[src/rtl/adder_share_sched.sv]
// -----------------------------------------------------------------------------
// adder_share_sched
//
// Shares one external WIDTH-bit ripple-carry adder between NREQ requesters.
// A round-robin arbiter picks one valid requester while idle, registers its
// operands onto the adder inputs, waits SETTLE_CYCLES for the carry chain to
// settle, captures the WIDTH+1-bit sum and returns it to that requester over a
// valid/ready response. The next search starts one past the last winner, so
// every requester is reached within NREQ grants.
//
// Ports
//   clk        in   1            clock, all state on rising edge
//   rst_n      in   1            asynchronous active-low reset
//   req_valid  in   NREQ         per-requester request valid
//   req_ready  out  NREQ         one-hot accept strobe (combinational, IDLE only)
//   req_opa    in   NREQ*WIDTH   operand A, requester i at [i*WIDTH +: WIDTH]
//   req_opb    in   NREQ*WIDTH   operand B, same packing
//   rsp_valid  out  NREQ         one-hot response valid (RESP only)
//   rsp_ready  in   NREQ         per-requester response ready
//   rsp_sum    out  WIDTH+1      captured sum, shared by all requesters
//   add_opa    out  WIDTH        registered operand A to the external adder
//   add_opb    out  WIDTH        registered operand B to the external adder
//   add_sum    in   WIDTH+1      external adder result
//   busy       out  1            high whenever a transaction is in flight
// -----------------------------------------------------------------------------
module adder_share_sched #(
  parameter int WIDTH         = 8,
  parameter int NREQ          = 4,
  parameter int SETTLE_CYCLES = 2
) (
  input  logic                    clk,
  input  logic                    rst_n,
  input  logic [NREQ-1:0]         req_valid,
  output logic [NREQ-1:0]         req_ready,
  input  logic [NREQ*WIDTH-1:0]   req_opa,
  input  logic [NREQ*WIDTH-1:0]   req_opb,
  output logic [NREQ-1:0]         rsp_valid,
  input  logic [NREQ-1:0]         rsp_ready,
  output logic [WIDTH:0]          rsp_sum,
  output logic [WIDTH-1:0]        add_opa,
  output logic [WIDTH-1:0]        add_opb,
  input  logic [WIDTH:0]          add_sum,
  output logic                    busy
);

  localparam int PTR_W = (NREQ > 1) ? $clog2(NREQ) : 1;
  // The counter only ever holds values 0..SETTLE_CYCLES-1.
  localparam int CNT_W = (SETTLE_CYCLES > 1) ? $clog2(SETTLE_CYCLES) : 1;

  localparam logic [CNT_W-1:0] CNT_INIT = CNT_W'(SETTLE_CYCLES - 1);
  localparam logic [NREQ-1:0]  ONE_HOT0 = NREQ'(1);

  typedef enum logic [1:0] {
    ST_IDLE   = 2'd0,
    ST_SETTLE = 2'd1,
    ST_RESP   = 2'd2
  } state_t;

  // Modulo-NREQ increment that also works when NREQ is not a power of two.
  function automatic logic [PTR_W-1:0] wrap_add(input logic [PTR_W-1:0] base,
                                                input int               off);
    int s;
    s = int'(base) + off;
    if (s >= NREQ) s = s - NREQ;
    return PTR_W'(s);
  endfunction

  // State
  state_t             r_state;
  state_t             w_state_nxt;
  logic [PTR_W-1:0]   r_rr_ptr;
  logic [PTR_W-1:0]   r_grant_id;
  logic [CNT_W-1:0]   r_cnt;
  logic [WIDTH-1:0]   r_opa;
  logic [WIDTH-1:0]   r_opb;
  logic [WIDTH:0]     r_sum;

  // Arbiter / control
  logic               w_any;
  logic [PTR_W-1:0]   w_grant;
  logic [PTR_W-1:0]   w_next_ptr;
  logic               w_accept;
  logic               w_capture;

  // ---------------------------------------------------------------------------
  // Round-robin search: first valid requester at or after r_rr_ptr, wrapping.
  // ---------------------------------------------------------------------------
  always_comb begin
    // NOTE: every signal written here gets a default before any branch, so no
    // path can leave it unassigned and no latch is inferred.
    w_any   = 1'b0;
    w_grant = '0;
    for (int k = 0; k < NREQ; k++) begin
      if (!w_any && req_valid[wrap_add(r_rr_ptr, k)]) begin
        w_any   = 1'b1;
        w_grant = wrap_add(r_rr_ptr, k);
      end
    end
  end

  assign w_next_ptr = wrap_add(w_grant, 1);

  // ---------------------------------------------------------------------------
  // FSM: state register
  // ---------------------------------------------------------------------------
  always_ff @(posedge clk or negedge rst_n) begin
    if (!rst_n) begin
      r_state <= ST_IDLE;
    end else begin
      // NOTE: sequential state uses non-blocking assignment so every register
      // samples pre-edge values regardless of process ordering.
      r_state <= w_state_nxt;
    end
  end

  // ---------------------------------------------------------------------------
  // FSM: next state and handshake outputs
  // ---------------------------------------------------------------------------
  always_comb begin
    w_state_nxt = r_state;
    req_ready   = '0;
    rsp_valid   = '0;
    w_accept    = 1'b0;
    w_capture   = 1'b0;
    case (r_state)
      ST_IDLE: begin
        if (w_any) begin
          req_ready   = ONE_HOT0 << w_grant;
          w_accept    = 1'b1;
          w_state_nxt = ST_SETTLE;
        end
      end
      ST_SETTLE: begin
        // add_opa/add_opb have been stable since the accept edge; once the
        // countdown reaches zero the ripple chain has had SETTLE_CYCLES.
        if (r_cnt == '0) begin
          w_capture   = 1'b1;
          w_state_nxt = ST_RESP;
        end
      end
      ST_RESP: begin
        rsp_valid = ONE_HOT0 << r_grant_id;
        // Only the granted requester's ready completes the response.
        if (rsp_ready[r_grant_id]) begin
          w_state_nxt = ST_IDLE;
        end
      end
      default: begin
        w_state_nxt = ST_IDLE;
      end
    endcase
  end

  // ---------------------------------------------------------------------------
  // Datapath: operand registers, grant bookkeeping, settle counter, sum capture
  // ---------------------------------------------------------------------------
  always_ff @(posedge clk or negedge rst_n) begin
    if (!rst_n) begin
      r_rr_ptr   <= '0;
      r_grant_id <= '0;
      r_cnt      <= '0;
      r_opa      <= '0;
      r_opb      <= '0;
      r_sum      <= '0;
    end else begin
      if (w_accept) begin
        r_opa      <= req_opa[w_grant*WIDTH +: WIDTH];
        r_opb      <= req_opb[w_grant*WIDTH +: WIDTH];
        r_grant_id <= w_grant;
        r_rr_ptr   <= w_next_ptr;
        r_cnt      <= CNT_INIT;
      end else if (r_state == ST_SETTLE && r_cnt != '0) begin
        r_cnt <= r_cnt - CNT_W'(1);
      end

      if (w_capture) begin
        r_sum <= add_sum;
      end
    end
  end

  assign add_opa = r_opa;
  assign add_opb = r_opb;
  assign rsp_sum = r_sum;
  assign busy    = (r_state != ST_IDLE);

endmodule

[config.mk]
export PLATFORM = sky130hd
export DESIGN_NAME = adder_share_sched
export DESIGN_NICKNAME = d
export VERILOG_FILES = /design/src/rtl/adder_share_sched.sv
export SDC_FILE = /design/constraint.sdc
export NUM_CORES = 1
export LEC_CHECK = 0
export ABC_AREA = 1
export CAP_MARGIN = 20
export CORE_MARGIN = 1.5
export CORE_UTILIZATION = 35
export CTS_BUF_LIST = sky130_fd_sc_hd__clkbuf_8
export DETAILED_ROUTE_END_ITERATION = 10
export GPL_ROUTABILITY_DRIVEN = 0
export PLACE_DENSITY = 0.72
export SETUP_SLACK_MARGIN = 0.2
export SYNTH_ARGS = -nofsm -noshare
export SYNTH_HDL_FRONTEND = slang
export SYNTH_SLANG_ARGS = --single-unit
[constraint.sdc]
create_clock -name clk -period 2.2 [get_ports clk]
set_input_delay 0.22 -clock clk [delete_from_list [all_inputs] [get_ports clk]]
set_output_delay 0.22 -clock clk [all_outputs]
set_load 0.01 [all_outputs]
==> metrics.cfg <==
[yosys]
synth_edf_count=0
synthTopCellsByArea=dfrtp_1, nand2_1, nand3_1, inv_1, mux2_2
synth_cell_types=27
synth_top_cell_area_share_pct=34.95
ys_ff_latch=32
syn_avg_cell_area_sq_um=6.699
synth_top_area_cell=dfrtp_1
post-synth-top-count-cell=nand2_1
syn_inst=342
synth_fp_nets=425
yosysWarnings=0
ys_seq_area_share_pct=34.95
ys.flop_type=dfrtp_1
synth_area_sq_mm=0.002291
async_flop_share_pct=100.0
synthTopCellsByCount=nand2_1, nand3_1, inv_1, dfrtp_1, or2_0

[clock_tree]
htreeDepth=2
tritoncts=done
cts.sink_count=32
clk_path_buf_depth=2
root_buffer=clkbuf_8
cts_buffers=5
clk_latency_ns=0.28
path_clk_slew_ns=0.07

[layout]
area_growth_pct=84.05
antenna_cells=0
drive_gt1_share_pct=24.95
final_nets=579
utilization_pct=66.40

[sta]
max_freq_ghz=0.4571
hold_viol_final=8
whs_ns=-0.01112
rsz0062_at_grt=true
clock_skew_ns=0.003194
finalCriticalPeriod_ns=2.188
slew_violations=0
fin_crit_sh_pct=99.44
worstMarginPinSlew_ns=0.7255
relSlewSlack_pct=51.63
setup_viol=0

[die]
io_pins=117
die_width_um=83.91
dieArea_sq_mm=0.007040
start_util_pct=36.08
placementRows=29
fp.coreArea_sq_mm=0.006350
die_y_um=83.91

[hold_path]
hp-class=input pin to asynchronous set/reset pin

[worst_setup_path]
cp.required_ns=1.98
critPathLaunchType=flip-flop
reg2reg_to=add_opb[1]
crit_arrival_ns=1.97
critPathKind=flip-flop to output pin
rr_startpoint=r_rr_ptr[0]
cp_max_fo=6
worst-r2r-setup-slack_ns=0.05
crit_path_end_kind=output pin
rr_worst_depth=13

[global_routing]
antenna_found_initial=0
use_met2_pct=33.28
grt_pass1_vias=2413
grt_pass1_wl_um=10900
overflow=0
use_met1_pct=23.20
grt_max_degree=49
use_met3_pct=4.946
grt.total_usage_pct=18.65
top_usage_layer=met2

[route]
drcViolationCount=0
drt_wl_total_um=7403
antenna_left=0
routedWlPerCell_um=12.90
firstDrtPassIters=4
avgViaCountPerCell=4.763
first_iter_violations=78
dr_total_vias=2734

[status]
violations=negative hold slack
status=finished, violations left

[run]
cap_violations=0

[pwr]
power.total_mw=7.479
cellLeakagePower_nw=2.129
powerDensity_mw_per_mm2=1774
vdd_ir_drop_max_mv=1.167

[placement]
post-dp-hpwl_um=4794
io_buffers=116

final cells by class:
cell class	count	area, sq um
Tap cell	77	96.34
Timing Repair Buffer	158	1615
Sequential cell	32	803.3
Inverter	67	259.0
Multi-Input combinational cell	231	1324
Fill cell	562	2133
Clock inverter	3	42.54
Timing Repair inverter	1	7.507
Clock buffer	5	68.82
per-stage QoR:
stage	setup WS (ns)	cell area [sq um]	TNS (ns)	cells	hold WS, ns
floorplan	0.3352	2291	0	342	-0.07559
global placement	-0.2086	3598	-1.040	540	0.3107
detailed placement	-0.2640	3598	-1.766	540	0.3221
CTS	0.001405	3812	0	556	0.02217
global route	-0.1247	4217	-0.3798	574	0.03647
finish	0.01232	4217	0	574	-0.01112
critical path, stage by stage, from the launching register on:
cell and delay [ns]:
dfrtp_2 0.47, clkinvlp_4 0.16, nand2_2 0.08, nand2_2 0.07, o21ai_4 0.16, buf_4 0.13
nand3_2 0.08, nand2_4 0.08, nand2_4 0.08, buf_4 0.15, nand2_2 0.06, inv_1 0.03
buf_2 0.12
report_power, final:
part / total [mW] / switching, mW / internal [mW]
Combinational: 5.79 / 2.82 / 2.97
Sequential: 1.13 / 0.211 / 0.915
Clock: 0.565 / 0.230 / 0.335
Total: 7.48 / 3.26 / 4.22
how the worst max path moves through the flow:
| stage | startpoint | endpoint | slack (ns) |
|---|---|---|---|
| CTS | r_rr_ptr[0] | req_ready[3] | 0.001 |
| detailed placement | req_valid[0] | req_ready[0] | -0.26 |
| global route | r_rr_ptr[0] | req_ready[3] | -0.12 |
| global placement | req_valid[1] | req_ready[0] | -0.21 |
| floorplan | r_rr_ptr[0] | req_ready[0] | 0.34 |
| finish | r_rr_ptr[0] | req_ready[2] | 0.01 |
cell usage in the layout, fill, tap and decap left out, types with 5 or more instances in the layout:
cell type and count:
clkdlybuf4s50_1 111, buf_6 9, nand2_4 7, dfrtp_1 30, nand2_2 17, buf_2 5
mux2_2 9, or2_0 11, nand2_1 90, nand3_2 16, buf_4 23, nand3_1 51
inv_1 60, buf_12 5, clkbuf_8 5
state kept, by name, indices dropped and copies added (netlist names):
name	cells
rsp_sum	9
add_opa	8
add_opb	8
r_grant_id	2
r_rr_ptr	2
r_state	2
r_cnt	1
metal layers:
| metal | vias up | wire, um |
|---|---|---|
| li1 | 1361 | - |
| met1 | 1285 | 3149 |
| met2 | 86 | 3868 |
| met3 | 2 | 370 |
| met4 | 0 | 14 |
| met5 | - | 0 |
kinds of logic (layout without fill, tap and decap cells):
family | Yosys count | in the layout | synth area share, %
simple gates | 213 | 213 | 43.64
buf+inv | 79 | 234 | 14.69
flops | 32 | 32 | 34.95
compound gates | 9 | 9 | 2.293
mux | 9 | 9 | 4.424
timing repair:
| action | in CTS | in global routing |
|---|---|---|
| buffers inserted | 7 | 13 |
| hold buffers | 0 | 0 |
| pin swaps | 6 | 20 |
| resized for setup | 35 | 54 |
| endpoints found under the setup margin | 20 | 20 |
| cloned | 1 | 5 |
No activity file was read; power rests on OpenSTA's default activity.
